File: config.mk
export PLATFORM = sky130hd
export DESIGN_NAME = afifo_wr_arbiter
export DESIGN_NICKNAME = d
export VERILOG_FILES = /design/src/rtl/afifo_wr_arbiter.sv
export SDC_FILE = /design/constraint.sdc
export NUM_CORES = 1
export LEC_CHECK = 0
export CAP_MARGIN = 0
export CORE_MARGIN = 1
export CORE_UTILIZATION = 30
export DETAILED_ROUTE_END_ITERATION = 10
export HOLD_SLACK_MARGIN = 0.12
export PLACE_DENSITY_LB_ADDON = 0.2
export SYNTH_ARGS = -nofsm -noshare
export SYNTH_HDL_FRONTEND = slang
export SYNTH_SLANG_ARGS = --single-unit
File: constraint.sdc
create_clock -name wclk -period 2.2 [get_ports wclk]
set_input_delay 0.22 -clock wclk [delete_from_list [all_inputs] [get_ports wclk]]
set_output_delay 0.22 -clock wclk [all_outputs]
set_load 0.02 [all_outputs]
File: src/rtl/afifo_wr_arbiter.sv
// rtl/afifo_wr_arbiter.sv - round-robin, burst-bounded arbiter for the async-FIFO write port
// Optional build: AFIFO_ARB_PKT_LOCK_EN adds req_last and holds the grant until the end of a packet.
module afifo_wr_arbiter #(
    parameter int NUM_REQ   = 4,
    parameter int DATA_W    = 8,
    parameter int MAX_BURST = 4
) (
    input  logic                       wclk,
    input  logic                       wrst_n,
    input  logic [NUM_REQ-1:0]         req_valid,
    input  logic [NUM_REQ*DATA_W-1:0]  req_data,
`ifdef AFIFO_ARB_PKT_LOCK_EN
    input  logic [NUM_REQ-1:0]         req_last,
`endif
    output logic [NUM_REQ-1:0]         req_ready,
    input  logic                       wfull,
    output logic                       winc,
    output logic [DATA_W-1:0]          wdata,
    output logic                       grant_valid,
    output logic [$clog2(NUM_REQ)-1:0] grant_id
);
    localparam int ID_W = $clog2(NUM_REQ);

    typedef enum logic {
        S_IDLE,
        S_GRANT
    } state_t;

    state_t          state_q, state_d;
    logic            grant_valid_q, grant_valid_d;
    logic [ID_W-1:0] grant_id_q, grant_id_d;
    logic [ID_W-1:0] rr_last_q, rr_last_d;
    logic [3:0]      beat_cnt_q, beat_cnt_d;

    logic            arb_found;
    logic [ID_W-1:0] arb_winner;
    logic [ID_W-1:0] arb_idx;
    logic            xfer;
    logic            release_now;

    logic [DATA_W-1:0] req_data_a [NUM_REQ];

    for (genvar gi = 0; gi < NUM_REQ; gi++) begin : g_unpack
        assign req_data_a[gi] = req_data[gi*DATA_W +: DATA_W];
    end

    // Search starts just after the last winner so every requester gets a turn.
    always_comb begin
        arb_found  = 1'b0;
        arb_winner = '0;
        arb_idx    = '0;
        for (int k = 1; k <= NUM_REQ; k++) begin
            arb_idx = ID_W'((int'(rr_last_q) + k) % NUM_REQ);
            if (!arb_found && req_valid[arb_idx]) begin
                arb_found  = 1'b1;
                arb_winner = arb_idx;
            end
        end
    end

    always_comb begin
        xfer      = grant_valid_q & req_valid[grant_id_q] & ~wfull;
        winc      = xfer;
        req_ready = '0;
        if (xfer) begin
            req_ready[grant_id_q] = 1'b1;
        end
        wdata = grant_valid_q ? req_data_a[grant_id_q] : '0;
    end

`ifdef AFIFO_ARB_PKT_LOCK_EN
    // Packet lock: only the final beat of a packet ends the grant.
    always_comb begin
        release_now = xfer & req_last[grant_id_q];
    end
`else
    localparam logic [3:0] LAST_BEAT = 4'(MAX_BURST - 1);

    always_comb begin
        release_now = (xfer && (beat_cnt_q == LAST_BEAT)) || !req_valid[grant_id_q];
    end
`endif

    always_comb begin
        state_d       = state_q;
        grant_valid_d = grant_valid_q;
        grant_id_d    = grant_id_q;
        rr_last_d     = rr_last_q;
        beat_cnt_d    = beat_cnt_q;
        case (state_q)
            S_IDLE: begin
                if (arb_found) begin
                    state_d       = S_GRANT;
                    grant_valid_d = 1'b1;
                    grant_id_d    = arb_winner;
                    rr_last_d     = arb_winner;
                    beat_cnt_d    = '0;
                end
            end
            S_GRANT: begin
                if (xfer) begin
`ifdef AFIFO_ARB_PKT_LOCK_EN
                    if (beat_cnt_q != 4'hF) begin
                        beat_cnt_d = beat_cnt_q + 4'd1;
                    end
`else
                    beat_cnt_d = beat_cnt_q + 4'd1;
`endif
                end
                if (release_now) begin
                    state_d       = S_IDLE;
                    grant_valid_d = 1'b0;
                end
            end
            default: begin
                state_d       = S_IDLE;
                grant_valid_d = 1'b0;
            end
        endcase
    end

    always_ff @(posedge wclk or negedge wrst_n) begin
        if (!wrst_n) begin
            state_q       <= S_IDLE;
            grant_valid_q <= 1'b0;
            grant_id_q    <= '0;
            rr_last_q     <= ID_W'(NUM_REQ - 1);
            beat_cnt_q    <= '0;
        end else begin
            state_q       <= state_d;
            grant_valid_q <= grant_valid_d;
            grant_id_q    <= grant_id_d;
            rr_last_q     <= rr_last_d;
            beat_cnt_q    <= beat_cnt_d;
        end
    end

    assign grant_valid = grant_valid_q;
    assign grant_id    = grant_id_q;

endmodule
* After elaboration in Yosys (flattened, before gate mapping) *
Cells that the tools add are included.

storage, ports and cells
  register bits after elaboration = 10
  bits of input ports = 39
  output and inout port bits = 16
  word-level logic and storage cells = 73

cells by class
  $add $sub $neg = 5
  $lt $le $gt $ge = 7
  equal/unequal tests = 4
  multiplexer cells = 34
  bitwise logic cells = 5
  reductions and logical operators = 13

operators by type and width
  cell                                                        number
  2-to-1 mux 8 bit                                            3
  binary-select mux 8 bit (select 2 bit)                      1
  less-than comparator 2 x 3 -> 1 bit, second input constant  5
  2-to-1 mux 1 bit                                            14
  2-to-1 mux 4 bit                                            3
  binary-select mux 1 bit (select 2 bit)                      5
  2-to-1 mux 2 bit                                            4
  one-hot mux 4 bit (2 select lines)                          1
  AND reduction 2 bit                                         3
  logical AND 1 bit                                           5
  adder 2 x 1 -> 2 bit, second input constant                 2
  adder 2 bit, second input constant                          2
  adder 4 x 1 -> 4 bit, second input constant                 1
  equality test 4 x 2 -> 1 bit, second input constant         1
  zero test 1 bit                                             4
  != test 2 x 1 -> 1 bit, second input constant               2
  one-hot mux 1 bit (2 select lines)                          2
  >= comparator 3 bit, second input constant                  1
  NOT 2 -> 3 bit                                              1
  AND 1 bit                                                   2
  demux 1 bit (select 2 bit)                                  1
  >= comparator 2 x 1 -> 1 bit, second input constant         1
  != test 2 bit, second input constant                        1
  NOT 1 bit                                                   2
  logical OR 1 bit                                            1

* Logic depth before layout (Yosys ltp) *
  word-level depth = 15
  gate-level depth with buffers = 5

* Worst setup path before layout *
Ideal clock, no wire load.

  path type = flip-flop to output port
  from = register grant_id_q[0] (netlist: grant_id[0])
  to = output port wdata[0]
  arrival = 1.517 ns
  slack = 0.463 ns
  cell stages (with the launch flop) = 4
  buffers on the path = 1
  cells stage by stage = dfrtp_1 buf_2 mux4_2 and2_1

on the way
  cells in the longest elaborated chain, start to end = 5

ends and longest elaborated chain
  what                                                 line  RTL
  from (decl)                                          31    logic [ID_W-1:0] grant_id_q, grant_id_d;
  from (signal assigned)                               132   grant_id_q <= grant_id_d;
  NOT 2 -> 3 bit (not written as such)                 68    wdata = grant_valid_q ? req_data_a[grant_id_q] : '0;
  binary-select mux 8 bit (select 2 bit)               68
  2-to-1 mux 8 bit (not written as such) (2 in a row)  68
  2-to-1 mux 8 bit                                     68
  to (decl)                                            18    output logic [DATA_W-1:0] wdata,

Every way passes these cells. The select of a mux whose other input is x is not followed.

* Worst setup path in the final report *
  from = register grant_id_q[0] (netlist: grant_id[0])
  to = output port wdata[4]

The elaborated chain is that of the path after synthesis.

==> flow_summary.json <==
{
  "count_of_flip_flops_with_a_built_in_enable_after_synthesis": 0,
  "num-nets-final": 191,
  "tightest_slew_ps": 447,
  "worstPathMaxFanout": 6,
  "setup_violations": 0,
  "postSynth.topFlopCell": "sky130_fd_sc_hd__dfrtp_1",
  "setup_slack_ps": 109,
  "clkSinkCount": 10,
  "grt.met1_usage": 0.231,
  "diodes": 0,
  "p_leak_nw": 0.654,
  "synthCells": 90,
  "timing.critical_path.to_type": "output port",
  "final_layout_size_suffix_gt1_frac": 0.187,
  "dpl.cell_count": 177,
  "status": "complete, but fails checks",
  "drt_pass1_iterations": 7,
  "synthesis.area_per_instance_um2": 10.1,
  "cts_tree": "built",
  "synth.area.mux_share": 0.238,
  "post-route-period-util": 0.951,
  "max_cap_violations": 0,
  "synth-adder-area-share": 0.0138,
  "worst_hold_slack_ps": 248,
  "io_pins": 55,
  "routed_via_count": 962,
  "drt-vias-per-instance": 5.31,
  "total_wirelength_of_the_detailed_routed_design_mm": 2.85,
  "dieWidth_um": 56.9,
  "relative_max_transition_margin": 0.701,
  "gr-total-overflow": 0,
  "worst_clock_skew_ps": 7.00,
  "hold_violations": 0,
  "place_hpwl_mm": 2.32,
  "grt_max_degree": 16,
  "synthXorXnorAreaFrac": 0.00968,
  "grt.met3_usage": 0.0415,
  "ys_async_sr_fraction": 1.00,
  "synthesized_area_fraction_occupied_by_ao_oa_aoi_and_oai_cells": 0.185,
  "cts_hold_buf": 0,
  "cts.clk_slew.worst_paths_ps": 70,
  "synthesis_to_finish_area_growth_pct": 71.2,
  "grt_usage": 0.188,
  "cts-root-to-sink-buffers": 2,
  "synth.cells.most_frequent": "8 x sky130_fd_sc_hd__and2_1, 8 x sky130_fd_sc_hd__dfrtp_1, 8 x sky130_fd_sc_hd__mux4_2, 8 x sky130_fd_sc_hd__nand2_1",
  "critical_path_startpoint_category": "register",
  "r2r_slack_ps": 510,
  "synth_warnings": 0,
  "routabilityCongestion": 0.803,
  "arrival_ps": 1870,
  "core_region_area_um2": 2810,
  "fp-row-count": 19,
  "grt_pass1_vias": 953,
  "finish.instance_area_um2": 1550,
  "dieHeight_um": 56.9,
  "total_power_of_the_final_layout_mw": 1.75,
  "synth.yosys.seq_area_share": 0.279,
  "finalCriticalPeriod_ps": 2090,
  "numPortBuffers": 54,
  "achievable-frequency_mhz": 478,
  "fillCellCount": 270,
  "main_combinational_cell_family_by_area_after_synthesis": "simple AND/OR/NAND/NOR gates",
  "setup_tns_ps": 0,
  "yosys.area_share.simple": 0.242,
  "grt_antenna_before_repair": 0,
  "place_worst_setup_slack_ps": 36.0,
  "timing.reg2reg.worst_path_depth": 5,
  "final_core_util": 0.552,
  "placed_cell_area_um2": 1520,
  "worstHoldPathType": "in -> async",
  "synth_nets": 130,
  "most_area_hungry_cell_type_in_the_yosys_netlist": "sky130_fd_sc_hd__dfrtp_1",
  "remaining_drc_errors": 14,
  "power-per-cell-area_nw_per_um2": 1130,
  "cts_made_buffers": 3,
  "drt.antenna.violating_nets": 0,
  "power.ir.vdd_worst_uv": 754,
  "final-instance-count-excl-fill": 181,
  "first_iter_violations": 47,
  "synth_area_leaders": "sky130_fd_sc_hd__dfrtp_1 22%, sky130_fd_sc_hd__mux4_2 20%, sky130_fd_sc_hd__dfstp_2 5.8%",
  "grt-busiest-layer": "met2",
  "htree_num_levels": 1,
  "clock_latency_ps": 280,
  "grt_setup_unrepaired": "no",
  "dieArea_um2": 3240,
  "post_synth_instance_area_um2": 905,
  "routedWlPerCell_um": 15.7,
  "global_routing_met2_resource_utilization": 0.321,
  "number_of_flip_flops_and_latches_in_the_synthesized_netlist": 10,
  "floorplan.initialDensity": 0.322,
  "violations": "design-rule violations",
  "yosysUniqueCellTypes": 39,
  "root_buffer": "sky130_fd_sc_hd__clkbuf_4",
  "first_pass_grt_wire_length_mm": 4.57,
  "critPathRequiredTime_ps": 1980,
  "setup.worst_path.class": "reg -> out",
  "post-synth-top-area-fraction": 0.221,
  "post-cts-setup-buffer-count": 0,
  "timing_max_transition_violations_final": 0
}
-- registers in the layout, indices dropped and copies added (netlist names) --
| name | flops |
|---|---|
| rr_last_q | 2 |
| state_q | 1 |
| grant_id | 2 |
| beat_cnt_q | 4 |
| grant_valid | 1 |
-- per-layer routing --
layer,share of wire,wire (um)
met4,0.020,57
met3,0.084,238
met1,0.40,1150
met2,0.49,1410
met5,0,0
-- area by class of cell --
cell class                 count  area [um^2]  share of cell area
clock buffer                   4         36.3              0.0234
inverter                       2         7.51             0.00485
multi-input combinational     73          627               0.405
sequential                    10          254               0.164
tap                           31         38.8              0.0250
timing repair buffer          61          586               0.378
-- power breakdown --
| part | switching [mW] | internal, mW | leakage (nW) |
|---|---|---|---|
| Clock | 0.0727 | 0.101 | 0.0210 |
| Sequential | 0.144 | 0.286 | 0.118 |
| Combinational | 0.519 | 0.626 | 0.515 |
| Total | 0.735 | 1.01 | 0.654 |
-- worst max-delay path, cell delays in order (launching register included) --
cell,delay (ps)
sky130_fd_sc_hd__dfrtp_2,430
sky130_fd_sc_hd__buf_4,200
sky130_fd_sc_hd__mux4_2,500
sky130_fd_sc_hd__and2_1,160
sky130_fd_sc_hd__dlygate4sd2_1,310
-- worst paths after layout --
kind                         startpoint       endpoint
hold / removal                   wrst_n  beat_cnt_q[0]
setup / recovery            grant_id[0]       wdata[4]
min in group wclk          rr_last_q[1]   rr_last_q[1]
hold reg to reg            rr_last_q[1]   rr_last_q[1]
setup reg to reg            grant_id[1]  beat_cnt_q[0]
max in group asynchronous        wrst_n   rr_last_q[0]
-- logic make-up after synthesis --
group	Yosys count
simple gates	38
compound gates	22
mux	11
flops	10
buf+inv	7
xor+xnor	1
fa+ha+maj	1
-- cells in the final DEF (no fill, tap or decap), types with 3 or more instances in the layout --
cell type	n
sky130_fd_sc_hd__clkdlybuf4s50_1	42
sky130_fd_sc_hd__dlygate4sd2_1	10
sky130_fd_sc_hd__mux4_2	8
sky130_fd_sc_hd__and2_1	8
sky130_fd_sc_hd__nand2_1	8
sky130_fd_sc_hd__dfrtp_1	7
sky130_fd_sc_hd__buf_4	7
sky130_fd_sc_hd__o21ai_0	4
sky130_fd_sc_hd__o211ai_1	4
sky130_fd_sc_hd__nor3b_1	3
sky130_fd_sc_hd__nor2_1	3
sky130_fd_sc_hd__nand2b_1	3
sky130_fd_sc_hd__nor2b_1	3
sky130_fd_sc_hd__clkbuf_4	3
-- timing repair --
item                       in CTS  in global routing
gates resized for setup        11                  3
setup endpoints to repair      11                  2
cloned                          0                  0
Power figures use the tool's default switching activity.
